File: config.mk
export PLATFORM = sky130hd
export DESIGN_NAME = apb_mem_arbiter_flat
export DESIGN_NICKNAME = d
export VERILOG_FILES = /design/src/rtl/apb_mem_arbiter_pkg.sv /design/src/rtl/apb_mem_arbiter_if.sv /design/src/rtl/apb_mem_arbiter_rr_arb2.sv /design/src/rtl/apb_mem_arbiter.sv /design/src/flat_wrapper.sv
export SDC_FILE = /design/constraint.sdc
export NUM_CORES = 1
export LEC_CHECK = 0
export CAP_MARGIN = 20
export CORE_MARGIN = 2
export CORE_UTILIZATION = 29
export DETAILED_ROUTE_END_ITERATION = 16
export GPL_TIMING_DRIVEN = 0
export SETUP_SLACK_MARGIN = 0.2
export SYNTH_ARGS = -nofsm -noshare
export SYNTH_HDL_FRONTEND = slang
export SYNTH_SLANG_ARGS = --single-unit
export TNS_END_PERCENT = 20
File: constraint.sdc
create_clock -name PCLK -period 1.8 [get_ports PCLK]
set_clock_uncertainty 0.1 [all_clocks]
set_input_delay 0.18 -clock PCLK [delete_from_list [all_inputs] [get_ports PCLK]]
set_output_delay 0.18 -clock PCLK [all_outputs]
set_load 0.02 [all_outputs]
File: src/rtl/apb_mem_arbiter_pkg.sv
// ---------------------------------------------------------------------------
// apb_mem_pkg
// Shared definitions for the two-requester APB memory arbiter.
//   apb_state_e : transfer FSM states (IDLE / SETUP / ACCESS)
//   DEF_*       : default widths and timeout used by the interface and top
//   rr_pick     : two-way round-robin pick, returns a one-hot grant
// ---------------------------------------------------------------------------
package apb_mem_pkg;

  typedef enum logic [1:0] {
    IDLE   = 2'd0,
    SETUP  = 2'd1,
    ACCESS = 2'd2
  } apb_state_e;

  localparam int DEF_ADDR_W  = 8;
  localparam int DEF_DATA_W  = 32;
  localparam int DEF_WAIT_W  = 4;
  localparam int DEF_TIMEOUT = 64;

  // A lone requester always wins. When both ask, 'prio' names the one
  // that was not granted last time (0 = m0, 1 = m1).
  function automatic logic [1:0] rr_pick(input logic [1:0] req, input logic prio);
    logic [1:0] grant;
    grant = 2'b00;
    case (req)
      2'b01:   grant = 2'b01;
      2'b10:   grant = 2'b10;
      2'b11:   grant = prio ? 2'b10 : 2'b01;
      default: grant = 2'b00;
    endcase
    return grant;
  endfunction

endpackage

File: src/rtl/apb_mem_arbiter_if.sv
// ---------------------------------------------------------------------------
// apb_mem_arbiter_if
// APB bus between the arbiter (master) and the apbMem slave.
//   PSEL, PENABLE, PWRITE, PADDR, PWDATA, PWAIT : master -> slave
//   PREADY, PRDATA                             : slave -> master
// PWAIT tells the slave how many wait states to insert.
// ---------------------------------------------------------------------------
interface apb_mem_arbiter_if
  import apb_mem_pkg::*;
#(
  parameter int ADDR_W = DEF_ADDR_W,
  parameter int DATA_W = DEF_DATA_W,
  parameter int WAIT_W = DEF_WAIT_W
);

  logic              PSEL;
  logic              PENABLE;
  logic              PWRITE;
  logic [ADDR_W-1:0] PADDR;
  logic [DATA_W-1:0] PWDATA;
  logic [WAIT_W-1:0] PWAIT;
  logic              PREADY;
  logic [DATA_W-1:0] PRDATA;

  modport master (
    output PSEL, PENABLE, PWRITE, PADDR, PWDATA, PWAIT,
    input  PREADY, PRDATA
  );

  modport slave (
    input  PSEL, PENABLE, PWRITE, PADDR, PWDATA, PWAIT,
    output PREADY, PRDATA
  );

endinterface

File: src/rtl/apb_mem_arbiter_rr_arb2.sv
// ---------------------------------------------------------------------------
// rr_arb2
// Two-way round-robin arbiter.
//   clk, rst_n : clock, asynchronous active-low reset
//   i_req      : request vector, bit 0 = m0, bit 1 = m1
//   i_advance  : a grant is being taken this cycle, move the pointer
//   o_grant    : one-hot grant (combinational from i_req and pointer)
// After reset the pointer favours m0.
// ---------------------------------------------------------------------------
module rr_arb2
  import apb_mem_pkg::*;
(
  input  logic       clk,
  input  logic       rst_n,
  input  logic [1:0] i_req,
  input  logic       i_advance,
  output logic [1:0] o_grant
);

  logic r_prio;

  assign o_grant = rr_pick(i_req, r_prio);

  // Granting m0 hands priority to m1 and vice versa, so o_grant[0]
  // is exactly the new pointer value.
  always_ff @(posedge clk or negedge rst_n) begin
    if (!rst_n) begin
      r_prio <= 1'b0;
    end else if (i_advance && (|o_grant)) begin
      r_prio <= o_grant[0];
    end
  end

endmodule

File: src/rtl/apb_mem_arbiter.sv
// ---------------------------------------------------------------------------
// apb_mem_arbiter
// Shares one APB memory slave between two requesters (m0, m1) with
// round-robin arbitration, a standard SETUP/ACCESS transfer, per-requester
// wait-state control and an ACCESS timeout.
//   PCLK, PRESET          : clock (rising edge), async active-low reset
//   mX_req/write/addr/
//   wdata/wait            : requester X transfer request (held until ack)
//   mX_ack/err/rdata      : one-cycle completion pulse, timeout flag,
//                           read data held until the next ack to X
//   apb (master modport)  : APB bus to the slave, including PWAIT
// ---------------------------------------------------------------------------
module apb_mem_arbiter
  import apb_mem_pkg::*;
#(
  parameter int ADDR_W  = DEF_ADDR_W,
  parameter int DATA_W  = DEF_DATA_W,
  parameter int WAIT_W  = DEF_WAIT_W,
  parameter int TIMEOUT = DEF_TIMEOUT
) (
  input  logic              PCLK,
  input  logic              PRESET,

  input  logic              m0_req,
  input  logic              m0_write,
  input  logic [ADDR_W-1:0] m0_addr,
  input  logic [DATA_W-1:0] m0_wdata,
  input  logic [WAIT_W-1:0] m0_wait,
  output logic              m0_ack,
  output logic              m0_err,
  output logic [DATA_W-1:0] m0_rdata,

  input  logic              m1_req,
  input  logic              m1_write,
  input  logic [ADDR_W-1:0] m1_addr,
  input  logic [DATA_W-1:0] m1_wdata,
  input  logic [WAIT_W-1:0] m1_wait,
  output logic              m1_ack,
  output logic              m1_err,
  output logic [DATA_W-1:0] m1_rdata,

  apb_mem_arbiter_if.master apb
);

  localparam int                CNT_W    = $clog2(TIMEOUT);
  localparam logic [CNT_W-1:0]  CNT_LAST = CNT_W'(TIMEOUT - 1);

  apb_state_e        r_state,   w_nxtState;
  logic              r_psel,    w_nxtPsel;
  logic              r_penable, w_nxtPenable;
  logic              r_pwrite,  w_nxtPwrite;
  logic [ADDR_W-1:0] r_paddr,   w_nxtPaddr;
  logic [DATA_W-1:0] r_pwdata,  w_nxtPwdata;
  logic [WAIT_W-1:0] r_pwait,   w_nxtPwait;
  logic              r_owner,   w_nxtOwner;
  logic [CNT_W-1:0]  r_cnt,     w_nxtCnt;
  logic [1:0]        r_ack,     w_nxtAck;
  logic [1:0]        r_err,     w_nxtErr;
  logic [DATA_W-1:0] r_rdata0,  w_nxtRdata0;
  logic [DATA_W-1:0] r_rdata1,  w_nxtRdata1;

  logic [1:0]        w_eligible;
  logic [1:0]        w_grant;
  logic              w_advance;

  // A requester that is being acked this cycle still has req high; masking
  // it stops the same request from being served twice.
  assign w_eligible = {m1_req & ~r_ack[1], m0_req & ~r_ack[0]};
  assign w_advance  = (r_state == IDLE) && (|w_eligible);

  rr_arb2 u_arb (
    .clk       (PCLK),
    .rst_n     (PRESET),
    .i_req     (w_eligible),
    .i_advance (w_advance),
    .o_grant   (w_grant)
  );

  // Next-state and next-output logic. All bus and requester outputs are
  // registered, so this block computes their values for the next edge.
  always_comb begin
    w_nxtState   = r_state;
    w_nxtPsel    = r_psel;
    w_nxtPenable = r_penable;
    w_nxtPwrite  = r_pwrite;
    w_nxtPaddr   = r_paddr;
    w_nxtPwdata  = r_pwdata;
    w_nxtPwait   = r_pwait;
    w_nxtOwner   = r_owner;
    w_nxtCnt     = r_cnt;
    w_nxtAck     = 2'b00;
    w_nxtErr     = 2'b00;
    w_nxtRdata0  = r_rdata0;
    w_nxtRdata1  = r_rdata1;

    case (r_state)
      IDLE: begin
        w_nxtPsel    = 1'b0;
        w_nxtPenable = 1'b0;
        w_nxtPwrite  = 1'b0;
        w_nxtPaddr   = '0;
        w_nxtPwdata  = '0;
        w_nxtPwait   = '0;
        if (|w_eligible) begin
          w_nxtOwner = w_grant[1];
          w_nxtPsel  = 1'b1;
          w_nxtState = SETUP;
          if (w_grant[1]) begin
            w_nxtPwrite = m1_write;
            w_nxtPaddr  = m1_addr;
            w_nxtPwdata = m1_wdata;
            w_nxtPwait  = m1_wait;
          end else begin
            w_nxtPwrite = m0_write;
            w_nxtPaddr  = m0_addr;
            w_nxtPwdata = m0_wdata;
            w_nxtPwait  = m0_wait;
          end
        end
      end

      SETUP: begin
        w_nxtPenable = 1'b1;
        w_nxtCnt     = '0;
        w_nxtState   = ACCESS;
      end

      ACCESS: begin
        if (apb.PREADY) begin
          w_nxtPsel           = 1'b0;
          w_nxtPenable        = 1'b0;
          w_nxtPwait          = '0;
          w_nxtAck[r_owner]   = 1'b1;
          w_nxtState          = IDLE;
          if (!r_pwrite) begin
            if (r_owner) w_nxtRdata1 = apb.PRDATA;
            else         w_nxtRdata0 = apb.PRDATA;
          end
        end else if (r_cnt == CNT_LAST) begin
          // Slave never answered: abort so the other requester is not
          // locked out, and flag the owner with err and zeroed rdata.
          w_nxtPsel           = 1'b0;
          w_nxtPenable        = 1'b0;
          w_nxtPwait          = '0;
          w_nxtAck[r_owner]   = 1'b1;
          w_nxtErr[r_owner]   = 1'b1;
          w_nxtState          = IDLE;
          if (r_owner) w_nxtRdata1 = '0;
          else         w_nxtRdata0 = '0;
        end else begin
          w_nxtCnt = r_cnt + 1'b1;
        end
      end

      default: begin
        w_nxtState   = IDLE;
        w_nxtPsel    = 1'b0;
        w_nxtPenable = 1'b0;
      end
    endcase
  end

  // State and output registers. Reset drops the bus immediately and
  // discards any transfer in flight without an ack.
  always_ff @(posedge PCLK or negedge PRESET) begin
    if (!PRESET) begin
      r_state   <= IDLE;
      r_psel    <= 1'b0;
      r_penable <= 1'b0;
      r_pwrite  <= 1'b0;
      r_paddr   <= '0;
      r_pwdata  <= '0;
      r_pwait   <= '0;
      r_owner   <= 1'b0;
      r_cnt     <= '0;
      r_ack     <= 2'b00;
      r_err     <= 2'b00;
      r_rdata0  <= '0;
      r_rdata1  <= '0;
    end else begin
      r_state   <= w_nxtState;
      r_psel    <= w_nxtPsel;
      r_penable <= w_nxtPenable;
      r_pwrite  <= w_nxtPwrite;
      r_paddr   <= w_nxtPaddr;
      r_pwdata  <= w_nxtPwdata;
      r_pwait   <= w_nxtPwait;
      r_owner   <= w_nxtOwner;
      r_cnt     <= w_nxtCnt;
      r_ack     <= w_nxtAck;
      r_err     <= w_nxtErr;
      r_rdata0  <= w_nxtRdata0;
      r_rdata1  <= w_nxtRdata1;
    end
  end

  assign apb.PSEL    = r_psel;
  assign apb.PENABLE = r_penable;
  assign apb.PWRITE  = r_pwrite;
  assign apb.PADDR   = r_paddr;
  assign apb.PWDATA  = r_pwdata;
  assign apb.PWAIT   = r_pwait;

  assign m0_ack   = r_ack[0];
  assign m1_ack   = r_ack[1];
  assign m0_err   = r_err[0];
  assign m1_err   = r_err[1];
  assign m0_rdata = r_rdata0;
  assign m1_rdata = r_rdata1;

endmodule
File: src/flat_wrapper.sv
// flat-port wrapper written by rule: the top's interface ports become plain ports
module apb_mem_arbiter_flat import apb_mem_pkg::*;
#(
  parameter int ADDR_W  = DEF_ADDR_W,
  parameter int DATA_W  = DEF_DATA_W,
  parameter int WAIT_W  = DEF_WAIT_W,
  parameter int TIMEOUT = DEF_TIMEOUT
)
  (PCLK, PRESET, m0_req, m0_write, m0_addr, m0_wdata, m0_wait, m0_ack, m0_err, m0_rdata, m1_req, m1_write, m1_addr, m1_wdata, m1_wait, m1_ack, m1_err, m1_rdata, apb_PSEL, apb_PENABLE, apb_PWRITE, apb_PADDR, apb_PWDATA, apb_PWAIT, apb_PREADY, apb_PRDATA);
  apb_mem_arbiter_if #(.ADDR_W(ADDR_W), .DATA_W(DATA_W), .WAIT_W(WAIT_W)) apb_i ();
  input  logic PCLK;
  input  logic PRESET;
  input  logic m0_req;
  input  logic m0_write;
  input  logic [ADDR_W-1:0] m0_addr;
  input  logic [DATA_W-1:0] m0_wdata;
  input  logic [WAIT_W-1:0] m0_wait;
  output logic m0_ack;
  output logic m0_err;
  output logic [DATA_W-1:0] m0_rdata;
  input  logic m1_req;
  input  logic m1_write;
  input  logic [ADDR_W-1:0] m1_addr;
  input  logic [DATA_W-1:0] m1_wdata;
  input  logic [WAIT_W-1:0] m1_wait;
  output logic m1_ack;
  output logic m1_err;
  output logic [DATA_W-1:0] m1_rdata;
  output wire logic [$bits(apb_i.PSEL)-1:0] apb_PSEL;
  output wire logic [$bits(apb_i.PENABLE)-1:0] apb_PENABLE;
  output wire logic [$bits(apb_i.PWRITE)-1:0] apb_PWRITE;
  output wire logic [$bits(apb_i.PADDR)-1:0] apb_PADDR;
  output wire logic [$bits(apb_i.PWDATA)-1:0] apb_PWDATA;
  output wire logic [$bits(apb_i.PWAIT)-1:0] apb_PWAIT;
  input wire logic [$bits(apb_i.PREADY)-1:0] apb_PREADY;
  input wire logic [$bits(apb_i.PRDATA)-1:0] apb_PRDATA;
  assign apb_PSEL = apb_i.PSEL;
  assign apb_PENABLE = apb_i.PENABLE;
  assign apb_PWRITE = apb_i.PWRITE;
  assign apb_PADDR = apb_i.PADDR;
  assign apb_PWDATA = apb_i.PWDATA;
  assign apb_PWAIT = apb_i.PWAIT;
  assign apb_i.PREADY = apb_PREADY;
  assign apb_i.PRDATA = apb_PRDATA;
  apb_mem_arbiter #(.ADDR_W(ADDR_W), .DATA_W(DATA_W), .WAIT_W(WAIT_W), .TIMEOUT(TIMEOUT)) u_core (.PCLK(PCLK), .PRESET(PRESET), .m0_req(m0_req), .m0_write(m0_write), .m0_addr(m0_addr), .m0_wdata(m0_wdata), .m0_wait(m0_wait), .m0_ack(m0_ack), .m0_err(m0_err), .m0_rdata(m0_rdata), .m1_req(m1_req), .m1_write(m1_write), .m1_addr(m1_addr), .m1_wdata(m1_wdata), .m1_wait(m1_wait), .m1_ack(m1_ack), .m1_err(m1_err), .m1_rdata(m1_rdata), .apb(apb_i));
endmodule
==> impl_results.md <==
* Outcome: complete, no violations
* Core area at 20400 um^2
* Buffers & Inverters on Critical Path at 3
* CP Capture Type: flip-flop
* CP startpoint kind: flip-flop
* Post-route ant nets at 0
* DRC at 0
* # diodes at 0
* Gate power share at 0.516
* Slowest CP cell: dfrtp_1
* Setup slack, reg-to-reg at 0.04 ns
* Syn Inst Count at 639
* GR Overflow Total at 0
* Share of cells above drive strength 1 at 0.147
* Worst EP arrival at 1.95 ns
* Final setup fails at 0
* RSZ-0062 raised after global routing: yes
* Commonest non-fill, non-tap cell in the layout: clkdlybuf4s50_1
* Crit-path cells: ha_4, and4b_1, buf_6, a32oi_4, buf_12, buf_6, o22ai_1
* Final #Nets at 1042
* Cell leakage power at 5.64 nW
* Peak supply drop at 0.000707 V
* Sw Ratio at 0.408
* Flop pwr share at 0.283
* Most frequent cells in the layout: clkdlybuf4s50_1, dfrtp_1, dlymetal6s2s_1
* Seq/Total Area, Yosys at 0.517
* CTS root buffer: clkbuf_16
* Crit Reg-Reg Startpoint: u_core.r_cnt[1]
* Routed vias/inst at 5.40
* Period utilization at 0.980
* Worst slew pin tran at 0.739 ns
* Worst Hold Class: primary input to flip-flop
* NetSw at 6.81 mW
* Final instance area at 10200 um^2
* Final WL at 23.7 mm
* Cell mode on critical path: buf_6
* Area post-placement at 8900 um^2
* Setup CP Type: flip-flop to flip-flop
* Die X at 148 um
* Flops & latches, synth at 125
* Via count at 6450
* Final Core Density at 0.501
* Ys async rst share at 1.00
* Total track usage at 0.216
* Filler cells at 1896
* TritonRoute pass-1 iters at 5
* Number of synthesized flops with an enable pin at 0
* Post-synth top flop: dfrtp_1
* Hpwl dp at 16.9 mm
* RD Place Congestion at 0.843
* Min-delay src: m0_wdata[1]
* Area growth from synthesis to layout at 68.8%
* CTS tree: built
* First-pass GRT wire length at 37.1 mm
* Internal power at 9.89 mW
* Final count of hold timing violations at 0
* CTS sink count at 125
* Die height at 148 um
* Netlist cell types at 47
* Worst Slack Setup Final at 0.0364 ns
* Final hold slack at 0.229 ns
* Yosys warning count at 0
* Slew headroom at 0.508
* Initial Util at 0.297
* Drt initial violations at 358
* Clock Pin Slew Worst Setup and Hold Paths at 0.06 ns
* Port bufs at 241
* H-tree levels at 4
* CTS Buffer Depth at 2
* CP peak stage delay at 0.41 ns
* Std cell rows at 52
* Family with the most delay on the worst path: buffers and inverters
* Clk_lat worst skew at 0.42 ns
* Power share of the clock group at 0.201
* Initial antenna violation count at 0
* Worst Path Required at 1.99 ns
* Syn_area_per_cell at 9.47 um^2
* Wire length per cell at 19.9 um
* Dpl ws at -0.547 ns
* Full die area at 22000 um^2
* Power Dens Cells at 1640 nW/um^2
* Peak fanout along the critical path at 10
* Syn Nets at 767
* Max-slew violation count at 0
* Max Fclk at 0.567 GHz
* Min Tclk post-route at 1.76 ns
* Critical path launch point: u_core.r_cnt[1]
* # IOs at 242
* Number of global-route vias before repair at 6525
* CTS Buf Count at 17
* Mapped Area at 6050 um^2
* Largest net degree at the start of global routing at 76
* Max_cap viols at 0
==> state kept, by name, summed over array words and instances (netlist names) <==
name	flops
u_core.apb.PADDR	8
u_core.m0_rdata	32
u_core.apb.PWDATA	32
u_core.apb.PWAIT	4
u_core.r_ack	2
u_core.m1_rdata	32
u_core.apb.PSEL	1
u_core.r_state	2
u_core.u_arb.r_prio	1
u_core.apb.PENABLE	1
u_core.apb.PWRITE	1
u_core.r_owner	1
u_core.r_cnt	6
u_core.r_err	2
==> metal layers <==
layer | share of wire | GRT usage | up-vias
met5 | 0 | 0 | -
met2 | 0.47 | 0.344 | 317
met3 | 0.10 | 0.0822 | 30
met1 | 0.42 | 0.276 | 3125
li1 | - | - | 2978
met4 | 0.016 | 0.0610 | 0
==> worst register-to-register path, stage by stage, from the launching register on <==
cell and delay, ns:
dfrtp_1 0.41, ha_4 0.19, and4b_1 0.21, buf_6 0.14
a32oi_4 0.19, buf_12 0.17, buf_6 0.15, o22ai_1 0.09
==> power groups by stage <==
| stage | combinational [mW] | sequential, mW | clock (mW) |
|---|---|---|---|
| floorplan | 3.01 | 5.96 | 0 |
| global placement | 8.10 | 4.77 | 0 |
| detailed placement | 8.12 | 4.77 | 0 |
| CTS | 8.52 | 4.77 | 3.43 |
| global route | 9.30 | 4.87 | 3.55 |
| finish | 8.62 | 4.73 | 3.36 |
==> worst paths after layout <==
check | endpoint | depth (start not counted)
min in group asynchronous | u_core.m1_rdata[24] | 2
worst max register to register | u_core.m1_rdata[13] | 7
worst max-delay path | u_core.m1_rdata[13] | 7
worst min-delay path | u_core.apb.PWDATA[1] | 3
worst min register to register | u_core.apb.PWDATA[26] | 2
max in group asynchronous | u_core.apb.PADDR[4] | 3
==> repair_timing <==
| action | CTS | global route |
|---|---|---|
| setup endpoints to repair | 233 | 237 |
| setup buffers | 10 | 3 |
| gates resized for setup | 89 | 219 |
| pin swaps | 5 | 12 |
| hold buffers | 1 | 0 |
| gates cloned | 0 | 0 |
| endpoints found under the hold margin | 74 | 0 |
==> logic make-up after synthesis <==
logic type	after synthesis	share of synthesized area
AO/OA/AOI/OAI	200	0.217
adder cells (fa/ha/maj)	1	0.00207
buffers and inverters	88	0.0592
flip-flops	125	0.517
multiplexers	2	0.00352
AND/OR/NAND/NOR	223	0.201
==> per-stage QoR <==
step / TNS (ns) / power, mW / std cells
final: 0 / 16.7 / 1195
after global placement: -656.29 / 12.9 / 1150
after detailed placement: -44.87 / 12.9 / 1151
after floorplan: 0 / 8.97 / 639
after global routing: -0.449 / 17.7 / 1195
after CTS: 0 / 16.7 / 1192
==> layout make-up <==
class / instances / area, um^2 / share of cell area
timing repair buffer: 256 / 2850 / 0.279
clock buffer: 25 / 515 / 0.0505
inverter: 10 / 37.5 / 0.00368
sequential: 125 / 3130 / 0.307
tap: 270 / 338 / 0.0331
multi-input combinational: 426 / 2680 / 0.262
clock inverter: 5 / 56.3 / 0.00551
buffer: 78 / 606 / 0.0593
==> synthesized netlist by cell type, types with 2 or more instances <==
library cell | count | area share
a211oi_1 | 3 | 0.0037
a21boi_0 | 2 | 0.0025
a21oi_1 | 4 | 0.0033
a31oi_1 | 3 | 0.0031
and3_1 | 6 | 0.0062
and4b_1 | 2 | 0.0033
buf_1 | 7 | 0.0043
buf_2 | 22 | 0.018
clkbuf_1 | 49 | 0.030
dfrtp_1 | 125 | 0.52
inv_1 | 10 | 0.0062
nand2_1 | 86 | 0.053
nand3_1 | 32 | 0.026
nand3b_1 | 32 | 0.040
nand4_1 | 45 | 0.047
nand4b_1 | 2 | 0.0029
nor2_1 | 2 | 0.0012
nor2b_1 | 3 | 0.0031
nor3b_1 | 2 | 0.0025
o2111ai_1 | 4 | 0.0058
o211ai_1 | 4 | 0.0050
o21ai_0 | 61 | 0.050
o21ai_1 | 5 | 0.0041
o22ai_1 | 66 | 0.068
o311ai_0 | 33 | 0.048
o311ai_1 | 8 | 0.012
No activity file was read; power rests on OpenSTA's default activity.
